--- config.mk ---
export PLATFORM = sky130hd
export DESIGN_NAME = q_deserial_reg
export DESIGN_NICKNAME = d
export VERILOG_FILES = /design/src/rtl/q_deserial_reg.sv
export SDC_FILE = /design/constraint.sdc
export NUM_CORES = 1
export LEC_CHECK = 0
export ABC_AREA = 1
export CAP_MARGIN = 20
export CELL_PAD_IN_SITES_DETAIL_PLACEMENT = 0
export CELL_PAD_IN_SITES_GLOBAL_PLACEMENT = 1
export CORE_MARGIN = 8
export CORE_UTILIZATION = 36
export CTS_CLUSTER_DIAMETER = 30
export DETAILED_ROUTE_END_ITERATION = 10
export GPL_TIMING_DRIVEN = 0
export PLACE_DENSITY_LB_ADDON = 0.1
export SETUP_SLACK_MARGIN = 0.15
export SLEW_MARGIN = 20
export SYNTH_ARGS = -nofsm -noshare
export SYNTH_HDL_FRONTEND = slang
export SYNTH_SLANG_ARGS = --single-unit
--- constraint.sdc ---
create_clock -name i_clk -period 2 [get_ports i_clk]
set_clock_uncertainty 0.1 [all_clocks]
set_input_delay 0.5 -clock i_clk [delete_from_list [all_inputs] [get_ports i_clk]]
set_output_delay 0.5 -clock i_clk [all_outputs]
set_load 0.05 [all_outputs]
--- src/rtl/q_deserial_reg.sv ---
// Serial-in/parallel-out word collector: one bit per handshake, finished word on a valid/ready output.
// Latency: out_valid rises the cycle after the last bit; bit_ready is low in IDLE/HOLD so HOLD backpressures the source.
module q_deserial_reg #(
  parameter int WIDTH = 8
) (
  input  logic                         i_clk,
  input  logic                         i_rst_n,
  input  logic                         i_clr,
  input  logic                         i_start,
  input  logic                         i_dir,
  input  logic                         i_bit_in,
  input  logic                         i_bit_valid,
  output logic                         o_bit_ready,
  input  logic                         i_out_ready,
  output logic                         o_out_valid,
  output logic [WIDTH-1:0]             o_q,
  output logic [$clog2(WIDTH+1)-1:0]   o_count,
  output logic                         o_busy
);

  localparam int CW = $clog2(WIDTH+1);
  localparam logic [CW-1:0] LAST_IDX = CW'(WIDTH - 1);

  typedef enum logic [1:0] {
    S_IDLE    = 2'd0,
    S_COLLECT = 2'd1,
    S_HOLD    = 2'd2
  } state_t;

  state_t           r_state;
  logic [WIDTH-1:0] r_q;
  logic [CW-1:0]    r_count;
  logic             r_dir;
  logic             r_bit_ready;
  logic             r_out_valid;
  logic             r_busy;

  always_ff @(posedge i_clk or negedge i_rst_n) begin
    if (!i_rst_n) begin
      r_state     <= S_IDLE;
      r_q         <= '0;
      r_count     <= '0;
      r_dir       <= 1'b0;
      r_bit_ready <= 1'b0;
      r_out_valid <= 1'b0;
      r_busy      <= 1'b0;
    end else if (i_clr) begin
      r_state     <= S_IDLE;
      r_q         <= '0;
      r_count     <= '0;
      r_bit_ready <= 1'b0;
      r_out_valid <= 1'b0;
      r_busy      <= 1'b0;
    end else begin
      case (r_state)
        S_IDLE: begin
          if (i_start) begin
            r_state     <= S_COLLECT;
            r_q         <= '0;
            r_count     <= '0;
            r_dir       <= i_dir;
            r_bit_ready <= 1'b1;
            r_busy      <= 1'b1;
          end
        end
        S_COLLECT: begin
          if (i_bit_valid) begin
            // dir 0 fills from the MSB end, dir 1 from the LSB end
            if (r_dir) r_q <= {r_q[WIDTH-2:0], i_bit_in};
            else       r_q <= {i_bit_in, r_q[WIDTH-1:1]};
            r_count <= r_count + CW'(1);
            if (r_count == LAST_IDX) begin
              r_state     <= S_HOLD;
              r_bit_ready <= 1'b0;
              r_out_valid <= 1'b1;
            end
          end
        end
        S_HOLD: begin
          if (i_out_ready) begin
            r_state     <= S_IDLE;
            r_count     <= '0;
            r_out_valid <= 1'b0;
            r_busy      <= 1'b0;
          end
        end
        default: begin
          r_state     <= S_IDLE;
          r_bit_ready <= 1'b0;
          r_out_valid <= 1'b0;
          r_busy      <= 1'b0;
        end
      endcase
    end
  end

  assign o_bit_ready = r_bit_ready;
  assign o_out_valid = r_out_valid;
  assign o_q         = r_q;
  assign o_count     = r_count;
  assign o_busy      = r_busy;

endmodule
==> metrics.txt <==
status=finished, final reports clean; DR WL/cell=11.4 µm; first-pass GRT wire length=4.37 mm; top cells by area, synth=dfrtp_1 (40%), nand2_1 (16%), o21ai_2 (6.9%); largest net degree at the start of global routing=19; DRT Pass-1 Iters=4; Total GRT Usage=10.4%; Final Hold Viols=0; top_reg_cell synth=dfrtp_1; Crit Path Class=reg2out; Final TNS setup=0 ns; total I/O pin count=23; vias in the first global route=995; Place WS=0.124 ns; number of buffers and inverters on the critical path=1; total number of vias=1001; relative slew slack=44.2%; Peak VDD IR=0.603 mV; Cell Pwr Density=1190 nW/µm²; Synth area leader=dfrtp_1; Seq/Total Area, Yosys=39.6%; fin. max-slew vios=0; CP Cell Sequence=dlygate4sd2_1; final net count=190; Synth cell types=20; WP data required=1.40 ns; drt first-iter violations=33; switching part of the total power=50.7%; Post-Synthesis Cells=151; critical path's top delay family=buffers and inverters; Die W=72.2 µm; Hold Path Class=reg2reg; initial antenna violation count=0; grt total ovfl=0; P_sw=839 µW; layout cells sized above 1=21.1%; crit end category=primary output; Max Cap Viol=0; Post-CTS Hold Fix Bufs=0; Synth Net Count=164; Comb pwr share=58.6%; Cell Rows=20; Final GP Congestion=0.817; vias per std cell=4.57; RSZ-0062 raised after global routing=no; mapped cell area=1140 µm²; register clock-pin slew on the reported worst setup and hold paths=0.10 ns; CTS Buffer Depth=2; fmax=554 MHz; Final Util=46.1%; Worst-Skew Late Latency=0.29 ns; WP data arrival=1.21 ns; post-route ant nets=0; register share of total power=30.5%; Yosys warnings=0; Post-CTS Setup Repair Bufs=0; clock power share=10.9%; Setup-failing EPs final=0; Ant. Diodes=0; Lkg Pwr=0.709 nW; # DRC=0; I/O Buffers=21; Die H=72.2 µm; TritonCTS clock tree=built; hpwl dp=1.93 mm; Starting Density=37.6%; Final period util=90.3%; CP Launch Type=register; Synth top area share=39.6%; clk root buf=clkbuf_4; CTS sink count=18; Layout area overhead=22.7%; Cell Int Power=815 µW; flops & latches, synth=18; Core Area=3030 µm²; count leader, synth=nand2_1; crit-path max FO=3; asr flop ratio synth=100%; H-Tree Depth=1; CTS buffer count=3; synthesized area per cell=7.53 µm²; final wirelength=2.49 mm; Die Footprint=5210 µm²; Slew @ Worst Pin=0.835 ns; max incr delay on CP=0.53 ns; min cycle time layout=1.81 ns; Commonest cells post-synth=nand2_1 (48), dfrtp_1 (18), inv_1 (17); Post-synth EDFFs=0; final worst slack=0.194 ns; Worst path slowest cell=dlygate4sd2_1
## layer usage
metal  global-route usage (%)  vias up  wire, µm  part of all wire [%]
met5                        0        -         0                     0
met1                     11.1      458      1120                    45
met2                     18.9       17      1250                    50
met4                     4.76        0        37                   1.5
met3                     2.34        4        78                   3.1
li1                         -      522         -                     -
## power groups by stage
stage	clock network (mW)	logic [mW]	registers [mW]
after floorplan	0	0.576	0.682
after global placement	0	1.01	0.509
after detailed placement	0	1.01	0.513
after CTS	0.189	0.985	0.504
after global routing	0.202	1.09	0.515
final	0.180	0.970	0.504
## metrics by stage
stage               cell area [µm²]  hold WS [ns]  power [mW]  instances
floorplan                      1140         0.104        1.26        151
global placement               1400         0.383        1.52        216
detailed placement             1400         0.383        1.52        216
CTS                            1410         0.410        1.68        219
global route                   1400         0.426        1.81        219
finish                         1400         0.406        1.65        219
## registers in the layout, summed over array words and instances (netlist names)
| signal | cells |
|---|---|
| o_out_valid | 1 |
| o_q | 8 |
| r_state | 2 |
| r_dir | 1 |
| o_bit_ready | 1 |
| o_busy | 1 |
| o_count | 4 |
## path summary, 6_finish.rpt
path	startpoint	end	slack, ns	cells past startpoint
worst max-delay path	o_q[0]$_DFFE_PN0P_	o_q[0]	0.19	1
worst min-delay path	o_bit_ready$_DFFE_PN0P_	o_bit_ready$_DFFE_PN0P_	0.41	2
worst max register to register	r_state[0]$_DFFE_PN0P_	o_out_valid$_DFFE_PN0P_	0.32	7
worst min register to register	o_bit_ready$_DFFE_PN0P_	o_bit_ready$_DFFE_PN0P_	0.41	2
max in group asynchronous	i_rst_n	r_dir$_DFFE_PN0P_	0.71	1
min in group asynchronous	i_rst_n	o_count[3]$_DFFE_PN0P_	0.58	1
## final cells by class
class	instances	area, µm²
Inverter	18	67.6
Clock buffer	3	22.5
Tap cell	44	55.1
Timing Repair Buffer	21	180
Multi-Input combinational cell	110	572
Sequential cell	18	450
Buffer	5	47.5
Fill cell	331	1630
## placed cells by master, fill, tap and decap left out
cell type        netlist  final
a21oi_1                5      5
buf_2                  2      2
buf_6                  2      2
buf_8                  1      1
clkbuf_2               0      5
clkbuf_4               0      3
clkdlybuf4s15_1        0      2
clkdlybuf4s15_2        0      2
clkdlybuf4s50_1        0      6
dfrtp_1               18     18
dlygate4sd2_1          0      6
ha_1                   5      5
inv_1                 17     16
inv_2                  1      2
nand2_1               48     48
nand2_2                6      6
nand2_4                1      1
nand3_1                7      7
nand4_1                3      3
nor2_1                14     14
nor2_2                 2      2
nor2_4                 1      1
o21ai_0                6      6
o21ai_1                2      2
o21ai_2                9      9
or2_2                  1      1
## repair_timing
action / in CTS / in global routing
gates resized for setup: 21 / 11
cloned: 0 / 0
hold endpoints to repair: 0 / 0
pin swaps: 0 / 0
endpoints found under the setup margin: 15 / 8
## cell families (layout without fill, tap and decap cells)
group | Yosys count | count (layout) | share of synthesized area [%]
DFF | 18 | 18 | 39.6
buffers and inverters | 23 | 47 | 10.1
adders and majority gates | 5 | 5 | 5.50
AOI/OAI and AO/OA | 22 | 22 | 12.7
and+or+nand+nor | 83 | 83 | 32.1
Power figures use the tool's default switching activity.
